`src/rtl/octree_bus_initiator.sv`:
```
// Octree bus initiator: stream SRAM writes, kick CSRs, poll op_done, read back.
// Optional OCTREE_BUS_INIT_STATS_EN adds job_cycles_o and poll_count_o.
module octree_bus_initiator #(
  parameter logic [63:0] CSR0_ADDR  = 64'h6000_0000,
  parameter logic [63:0] CSR1_ADDR  = 64'h6001_0000,
  parameter logic [63:0] CTRL_ADDR  = 64'h600F_0000,
  parameter int          RD_LATENCY = 2,
  parameter int          POLL_GAP   = 4,
  parameter int          LEN_W      = 11
) (
  input  logic             clk_i,
  input  logic             rst_i,
  input  logic             start_i,
  input  logic [63:0]      csr0_i,
  input  logic [63:0]      csr1_i,
  input  logic [1:0]       expect_done_i,
  input  logic [15:0]      poll_max_i,
  input  logic [63:0]      wr_base_i,
  input  logic [LEN_W-1:0] wr_len_i,
  input  logic             wr_valid_i,
  input  logic [63:0]      wr_data_i,
  output logic             wr_ready_o,
  input  logic [63:0]      rd_base_i,
  input  logic [LEN_W-1:0] rd_len_i,
  output logic             rd_valid_o,
  output logic [63:0]      rd_data_o,
  input  logic             rd_ready_i,
  output logic             busy_o,
  output logic             done_o,
  output logic             err_o,
`ifdef OCTREE_BUS_INIT_STATS_EN
  output logic [31:0]      job_cycles_o,
  output logic [15:0]      poll_count_o,
`endif
  output logic             mem_req_o,
  output logic             mem_write_en_o,
  output logic [7:0]       mem_byte_en_o,
  output logic [63:0]      mem_addr_o,
  output logic [63:0]      mem_wdata_o,
  input  logic [63:0]      mem_rdata_i
);

  typedef enum logic [3:0] {
    S_IDLE, S_WR_DATA, S_WR_CSR1, S_WR_CSR0,
    S_POLL_REQ, S_POLL_WAIT, S_POLL_GAP,
    S_RD_REQ, S_RD_WAIT, S_RD_OUT, S_CLEAR, S_DONE
  } state_t;

  localparam logic [7:0]  LAT      = 8'(RD_LATENCY);
  localparam logic [7:0]  GAP_LAST = 8'(POLL_GAP - 1);
  localparam logic [63:0] CLR_MASK = ~(64'h3 << 48);
  localparam logic [63:0] AL_MASK  = ~64'h7;

  state_t           state;
  logic [63:0]      csr0_q, csr1_q, wbase_q, rbase_q;
  logic [1:0]       exp_q;
  logic [15:0]      pmax_q, pcnt, pcnt_nx;
  logic [LEN_W-1:0] wlen_q, rlen_q, wcnt, rcnt;
  logic [LEN_W-1:0] wcnt_nx, rcnt_nx;
  logic [7:0]       lat, gcnt;

  logic             iss, iss_we;
  logic [63:0]      iss_addr, iss_wdata;
  logic [63:0]      wr_addr, rd_addr, rd_addr_nx;

  assign wcnt_nx    = wcnt + 1'b1;
  assign rcnt_nx    = rcnt + 1'b1;
  assign pcnt_nx    = (pcnt == '1) ? pcnt : pcnt + 16'd1;
  assign wr_addr    = (wbase_q & AL_MASK) + (64'(wcnt) << 3);
  assign rd_addr    = (rbase_q & AL_MASK) + (64'(rcnt) << 3);
  assign rd_addr_nx = (rbase_q & AL_MASK) + (64'(rcnt_nx) << 3);

  // Bus access issued at the coming edge, registered onto mem_*_o.
  always_comb begin
    iss       = 1'b0;
    iss_we    = 1'b0;
    iss_addr  = '0;
    iss_wdata = '0;
    case (state)
      S_WR_DATA: if (wr_valid_i && wr_ready_o) begin
        iss = 1'b1; iss_we = 1'b1;
        iss_addr = wr_addr; iss_wdata = wr_data_i;
      end
      S_WR_CSR1: begin
        iss = 1'b1; iss_we = 1'b1;
        iss_addr = CSR1_ADDR; iss_wdata = csr1_q;
      end
      S_WR_CSR0: begin
        iss = 1'b1; iss_we = 1'b1;
        iss_addr = CSR0_ADDR; iss_wdata = csr0_q;
      end
      S_POLL_REQ: begin
        iss = 1'b1; iss_addr = CTRL_ADDR;
      end
      S_POLL_GAP: if (gcnt == GAP_LAST) begin
        iss = 1'b1; iss_addr = CTRL_ADDR;
      end
      S_RD_REQ: begin
        iss = 1'b1; iss_addr = rd_addr;
      end
      S_RD_OUT: if (rd_ready_i && rcnt_nx != rlen_q) begin
        iss = 1'b1; iss_addr = rd_addr_nx;
      end
      S_CLEAR: begin
        iss = 1'b1; iss_we = 1'b1;
        iss_addr = CSR0_ADDR; iss_wdata = csr0_q & CLR_MASK;
      end
      default: ;
    endcase
  end

  always_ff @(posedge clk_i) begin
    if (rst_i) begin
      state <= S_IDLE;
      csr0_q <= '0; csr1_q <= '0;
      wbase_q <= '0; rbase_q <= '0;
      exp_q <= '0; pmax_q <= '0; pcnt <= '0;
      wlen_q <= '0; rlen_q <= '0;
      wcnt <= '0; rcnt <= '0;
      lat <= '0; gcnt <= '0;
      wr_ready_o <= 1'b0; rd_valid_o <= 1'b0;
      rd_data_o <= '0;
      busy_o <= 1'b0; done_o <= 1'b0; err_o <= 1'b0;
      mem_req_o <= 1'b0; mem_write_en_o <= 1'b0;
      mem_byte_en_o <= '0;
      mem_addr_o <= '0; mem_wdata_o <= '0;
    end else begin
      mem_req_o      <= iss;
      mem_write_en_o <= iss_we;
      mem_byte_en_o  <= iss ? 8'hFF : 8'h00;
      mem_addr_o     <= iss_addr;
      mem_wdata_o    <= iss_wdata;
      done_o         <= 1'b0;
      case (state)
        S_IDLE: if (start_i) begin
          csr0_q <= csr0_i; csr1_q <= csr1_i;
          wbase_q <= wr_base_i; rbase_q <= rd_base_i;
          wlen_q <= wr_len_i; rlen_q <= rd_len_i;
          exp_q <= expect_done_i; pmax_q <= poll_max_i;
          wcnt <= '0; rcnt <= '0; pcnt <= '0;
          busy_o <= 1'b1; err_o <= 1'b0;
          if (wr_len_i != '0) begin
            wr_ready_o <= 1'b1;
            state <= S_WR_DATA;
          end else begin
            state <= S_WR_CSR1;
          end
        end
        S_WR_DATA: if (wr_valid_i) begin
          wcnt <= wcnt_nx;
          if (wcnt_nx == wlen_q) begin
            wr_ready_o <= 1'b0;
            state <= S_WR_CSR1;
          end
        end
        S_WR_CSR1: state <= S_WR_CSR0;
        S_WR_CSR0: state <= S_POLL_REQ;
        S_POLL_REQ: begin
          lat <= '0;
          state <= S_POLL_WAIT;
        end
        S_POLL_WAIT: if (lat == LAT) begin
          if (mem_rdata_i[1:0] == exp_q) begin
            state <= (rlen_q == '0) ? S_CLEAR : S_RD_REQ;
          end else begin
            pcnt <= pcnt_nx;
            if (pmax_q != '0 && pcnt_nx == pmax_q) begin
              err_o <= 1'b1;
              state <= S_CLEAR;
            end else begin
              gcnt <= '0;
              state <= S_POLL_GAP;
            end
          end
        end else begin
          lat <= lat + 8'd1;
        end
        // Last gap cycle issues the next poll directly.
        S_POLL_GAP: if (gcnt == GAP_LAST) begin
          lat <= '0;
          state <= S_POLL_WAIT;
        end else begin
          gcnt <= gcnt + 8'd1;
        end
        S_RD_REQ: begin
          lat <= '0;
          state <= S_RD_WAIT;
        end
        S_RD_WAIT: if (lat == LAT) begin
          rd_data_o <= mem_rdata_i;
          rd_valid_o <= 1'b1;
          state <= S_RD_OUT;
        end else begin
          lat <= lat + 8'd1;
        end
        S_RD_OUT: if (rd_ready_i) begin
          rd_valid_o <= 1'b0;
          rcnt <= rcnt_nx;
          if (rcnt_nx == rlen_q) begin
            state <= S_CLEAR;
          end else begin
            lat <= '0;
            state <= S_RD_WAIT;
          end
        end
        S_CLEAR: state <= S_DONE;
        S_DONE: begin
          done_o <= 1'b1;
          busy_o <= 1'b0;
          state <= S_IDLE;
        end
        default: state <= S_IDLE;
      endcase
    end
  end

`ifdef OCTREE_BUS_INIT_STATS_EN
  logic poll_iss;
  assign poll_iss = (state == S_POLL_REQ) ||
                    (state == S_POLL_GAP && gcnt == GAP_LAST);

  always_ff @(posedge clk_i) begin
    if (rst_i) begin
      job_cycles_o <= '0;
      poll_count_o <= '0;
    end else if (state == S_IDLE) begin
      if (start_i) begin
        job_cycles_o <= 32'd1;
        poll_count_o <= '0;
      end
    end else begin
      if (job_cycles_o != '1)
        job_cycles_o <= job_cycles_o + 32'd1;
      if (poll_iss && poll_count_o != '1)
        poll_count_o <= poll_count_o + 16'd1;
    end
  end
`endif

endmodule
```
`config.mk`:
```
export PLATFORM = sky130hd
export DESIGN_NAME = octree_bus_initiator
export DESIGN_NICKNAME = d
export VERILOG_FILES = /design/src/rtl/octree_bus_initiator.sv
export SDC_FILE = /design/constraint.sdc
export NUM_CORES = 1
export LEC_CHECK = 0
export CORE_MARGIN = 5
export CORE_UTILIZATION = 40
export DETAILED_ROUTE_END_ITERATION = 10
export GPL_TIMING_DRIVEN = 0
export PLACE_DENSITY_LB_ADDON = 0.12
export REMOVE_ABC_BUFFERS = 1
export SYNTH_ARGS = -nofsm -noshare
export SYNTH_HDL_FRONTEND = slang
export SYNTH_SLANG_ARGS = --single-unit
export TNS_END_PERCENT = 50
```
`constraint.sdc`:
```
create_clock -name clk_i -period 4.9 [get_ports clk_i]
set_clock_uncertainty 0.15 [all_clocks]
set_input_delay 0.49 -clock clk_i [delete_from_list [all_inputs] [get_ports clk_i]]
set_output_delay 0.49 -clock clk_i [all_outputs]
set_load 0.05 [all_outputs]
```
# Yosys cells after proc, flatten, opt, wreduce, memory -nomap -nowiden
# Index checks and enable logic that the tools add are counted.
[totals]
register_bits = 561
inputBits = 429
output_inout_bits = 207
[op_classes]
addsub = 8
n_eq_ne = 33
n_mux = 61
reduce_logical = 31
[ops]
columns = ["op", "count"]
rows = [
  ["$pmux W64 S7", 1],
  ["$pmux W64 S4", 1],
  ["$add A64 B14 Y64", 3],
  ["$mux W64", 3],
  ["$mux W8", 9],
  ["$mux W16", 4],
  ["$pmux W11 S2", 2],
  ["$pmux W4 S11", 1],
  ["$mux W4", 10],
  ["$mux W11", 3],
  ["$pmux W16 S2", 1],
  ["$pmux W8 S4", 1],
  ["$mux W31", 1],
  ["$ne A2 B2 Y1 const B", 14],
  ["$add A11 B1 Y11 const B", 2],
  ["$eq A11 B11 Y1", 2],
  ["$reduce_and A5 Y1", 4],
  ["$add A16 B1 Y16 const B", 1],
  ["$add A8 B1 Y8 const B", 2],
  ["$eq A16 B16 Y1", 1],
  ["$eq A16 B16 Y1 const B", 1],
  ["$eq A4 B3 Y1 const B", 4],
  ["$eq A4 B4 Y1 const B", 4],
  ["$eq A8 B2 Y1 const B", 2],
  ["23 further kinds", 56],
]

# Longest topological paths before layout
[logic_depth]
ltp_word = 8
mapped_depth = 17

# Worst setup path after synthesis
# No wires, ideal clock.
[synth_timing]
path_type = "flip-flop to flip-flop"
startpoint = "register rcnt[0]"
endpoint = "register mem_addr_o[50]"
arrival_ns = 3.392
path_slack_ns = 1.284
path_stages_with_launch = 18
n_path_buf = 3
path_cell_list = "dfxtp_1 ha_1 buf_6 and4_1 buf_2 nand2_1 xnor2_1 ha_1 a21o_1 a21o_1 a21oi_1 o21a_1 and2_1 clkbuf_1 o22a_1 or3_4 or3b_1 a31oi_1"
[synth_via]
elab_chain_cells = 5
word_cells_on_any_way = 7
cone_classes = "3 x add/sub; 1 x eq/ne; 2 x mux; 1 x reduce/logical"
[synth_lines]
columns = ["item", "line_no", "source"]
rows = [
  ["start: declaration", "58", "logic [LEN_W-1:0] wlen_q, rlen_q, wcnt, rcnt;"],
  ["start signal: assignment", "198", "rcnt <= rcnt_nx;"],
  ["branches (longest 4 deep; another with $add A64 B14 Y64)", "--", ""],
  ["$pmux W64 S7 *", "79", "case (state)"],
  ["end signal: assignment", "131", "mem_addr_o <= iss_addr;"],
  ["end: declaration", "38", "output logic [63:0] mem_addr_o,"],
]
# Mark *: on every way between the ends.
# A chain may end at the register's enable or synchronous reset.

# Worst setup path in the final report
[layout_timing]
startpoint = "register rcnt[0]"
endpoint = "register mem_addr_o[43]"
# Same word-level chain as after synthesis.

==> results.toml <==
[drt]
wl_um = 96800
wire_per_inst_um = 20.6
drtAntennaViolNets = 0
drtIter0Drc = 2193
route.detailed.drc = 0
avgViaCountPerCell = 5.44
vias = 25593
firstDrtPassIters = 8

[die]
die_w_um = 262
die_area_mm2 = 0.0687
num_io_pins = 636
fp-row-count = 92
die_h_um = 262
start_util_pct = 40.4
fp.coreArea_mm2 = 0.0630

[placed_design]
hpwl_um = 71000
io_buffer_count = 626
place_ws_ns = 0.370
dp_cells = 4580
gp_congestion = 0.923

[clock_network]
cts_max_path_buffers = 3
htreeDepth = 2
clkSinkCount = 544
tritoncts = "done"
cts_setup_buffers = 0
clk_pin_slew_ns = 0.06
cts_resized = 0
clock_latency_ns = 0.64
ctsHoldBuffers = 0
root_buffer = "clkbuf_16"
numCtsBuffers = 61

[min_path]
min_path_type = "in -> reg"
hold_depth = 2
hp-start = "rst_i"
hold_end = "csr1_q[10]$_SDFFE_PP0P_"

[critical_path]
reg2regPathDepth = 13
crit_path_max_fanout = 9
crit_arrival_ns = 5.02
timing.rr.end = "mem_addr_o[43]$_SDFF_PP0_"
start_kind = "flip-flop"
rrSetupSlack_ns = 0.22
cp-end-kind = "flip-flop"
r2r_start = "rcnt[0]$_SDFFE_PP0P_"
cp.required_ns = 5.25
critPathKind = "reg -> reg"

[synthesis]
synthArstFlopShare_pct = 0
syn_avg_cell_area_um2 = 7.68
yosys_warnings = 0
ys_ff_latch = 544
dominantRegCellSynth = "dfxtp_1"
synth_enable_flop_cells = 0
synth_cells = 3310
syn_area_mm2 = 0.0254
ys_seq_area_share_pct = 42.8
synth.distinct_cells = 85

[pwr]
vdd_drop_max_mv = 0.311
p_leak_nw = 12.4
powerDensity_mw_per_mm2 = 338
power.total_mw = 11.8

[sta]
setup_viol = 0
finalWorstSetupSlack_ns = 0.223
fmax_mhz = 214
tightest_slew_ns = 1.07
hold_violations = 0
slew-limit-headroom_pct = 28.2
min_period_ns = 4.68
fin_crit_sh_pct = 95.5
rsz0062_at_grt = "no"
slew_viol_final = 0

[global_route]
grt_max_degree = 121
antenna_found_initial = 25
grt_pass1_vias = 23624
grt_pass1_wl_um = 142000
track_usage_pct = 26.4
grt_overflow = 0

[cells_and_area]
nets = 4271
area_growth_pct = 36.9
fillers = 6055
fin_cells = 4707
final_cell_mix = "nand2_1 (856), clkdlybuf4s50_1 (625), dfxtp_1 (544)"
final_common_cell = "nand2_1"
layout-drive-gt1-share_pct = 4.81

[run_status]
outcome = "complete, no violations"

[job]
drv_cap = 0
## area by class of cell
type | instances | area, µm² | share of cell area [%]
multi-input combinational | 2501 | 13500 | 38.9
sequential | 544 | 10900 | 31.3
timing repair buffer | 656 | 6910 | 19.9
clock buffer | 87 | 1870 | 5.36
tap | 846 | 1060 | 3.04
clock inverter | 29 | 384 | 1.10
inverter | 33 | 124 | 0.356
antenna | 11 | 27.5 | 0.0791
## where the power goes
part	internal, mW	total, mW	switching (mW)
sequential	4.69	4.94	0.253
combinational	0.799	1.85	1.05
clock	2.98	4.96	1.98
total	8.47	11.8	3.29
## worst max path at each step
| stage | from | end | slack, ns | depth (start not counted) |
|---|---|---|---|---|
| 6_report | rcnt[0]$_SDFFE_PP0P_ | mem_addr_o[43]$_SDFF_PP0_ | 0.22 | 13 |
| 5_1_grt | rcnt[0]$_SDFFE_PP0P_ | mem_addr_o[59]$_SDFF_PP0_ | 0.03 | 12 |
| 4_1_cts | rcnt[0]$_SDFFE_PP0P_ | mem_addr_o[24]$_SDFF_PP0_ | 0.33 | 11 |
| 3_5_place_dp | rcnt[0]$_SDFFE_PP0P_ | mem_addr_o[24]$_SDFF_PP0_ | 0.37 | 11 |
| 3_3_place_gp | rst_i | mem_addr_o[24]$_SDFF_PP0_ | -14.54 | 6 |
| 2_1_floorplan | state[2]$_SDFFE_PP0P_ | pcnt[1]$_SDFFE_PP0P_ | -3.40 | 6 |
## per-layer routing
layer	vias to the layer above	track usage, %	wire [µm]
li1	12509	-	-
met1	12001	33.9	39800
met2	907	43.6	45800
met3	156	7.64	8520
met4	20	7.49	2650
met5	-	0	144
## Yosys cell counts, types with 4 or more instances
master	instances	share of area [%]
inv_1	33	0.49
or4_1	6	0.18
a211oi_1	4	0.12
and4_1	9	0.31
nand2b_1	11	0.27
xor2_1	65	2.2
ha_1	42	2.1
nor2b_1	8	0.20
or2_2	8	0.20
a21oi_1	499	9.8
o32ai_1	4	0.14
o21ai_0	98	1.9
a31oi_1	26	0.64
a311oi_1	4	0.14
mux2i_1	8	0.32
o21bai_1	5	0.15
a221oi_1	10	0.34
o31ai_1	4	0.12
o22ai_1	23	0.57
a222oi_1	66	2.6
buf_4	13	0.38
nor4_1	19	0.47
a22oi_1	21	0.62
o211ai_1	16	0.47
nand4b_1	4	0.14
or3_1	17	0.42
nand3_1	74	1.5
o2111ai_1	4	0.14
dfxtp_1	544	43
buf_2	20	0.39
and2_1	13	0.32
nor3_1	68	1.3
and3_1	39	0.96
a21o_1	28	0.83
o31a_1	7	0.24
buf_1	4	0.059
xnor2_1	77	2.7
clkbuf_1	196	2.9
o21a_1	8	0.24
o21ai_1	5	0.098
nor2_1	228	3.4
nand3b_1	5	0.15
nand4_1	41	1.0
nand2_1	857	13
nor3b_1	6	0.18
## per-stage QoR
step	utilization [%]	hold slack, ns	TNS (ns)	instance area, µm²
3_5_place_dp	51.6	0.296	0	32500
4_1_cts	55.2	0.0880	0	34800
6_report	55.3	0.102	0	34800
2_1_floorplan	-	0.280	-694.87	24500
5_1_grt	55.2	0.112	0	34800
3_3_place_gp	50.5	0.290	-5024.29	31800
## cells by family after synthesis
| group | Yosys count | share of synthesized area, % |
|---|---|---|
| simple gates | 1430 | 24.4 |
| compound gates | 867 | 20.5 |
| flops | 544 | 42.8 |
| buf+inv | 267 | 4.26 |
| xor+xnor | 146 | 5.26 |
| fa+ha+maj | 45 | 2.30 |
| mux | 10 | 0.404 |
| other cells | 1 | 0.0148 |
## worst max-delay path: stages (launching register included)
cell and delay [ns]:
dfxtp_1 0.48, ha_1 0.36, and4_1 0.42, nand3_1 0.17, xnor2_1 0.16, ha_1 0.33, and3_1 0.22, o21ai_0 0.19
a211oi_1 0.19, o21ai_1 0.68, o22a_1 0.52, nor2_1 0.10, o21ai_0 0.43, a21oi_1 0.15
## state kept, by name (all words and copies together), names as in the netlist, 2 cells and up
signal and count:
csr0_q 64, csr1_q 64, exp_q 2, gcnt 8, lat 8, mem_addr_o 61, mem_wdata_o 64, pcnt 16
pmax_q 16, rbase_q 61, rcnt 11, rd_data_o 64, rlen_q 11, state 4, wbase_q 61, wcnt 11
wlen_q 11
Note: power is estimated with default switching activity, not from simulation.
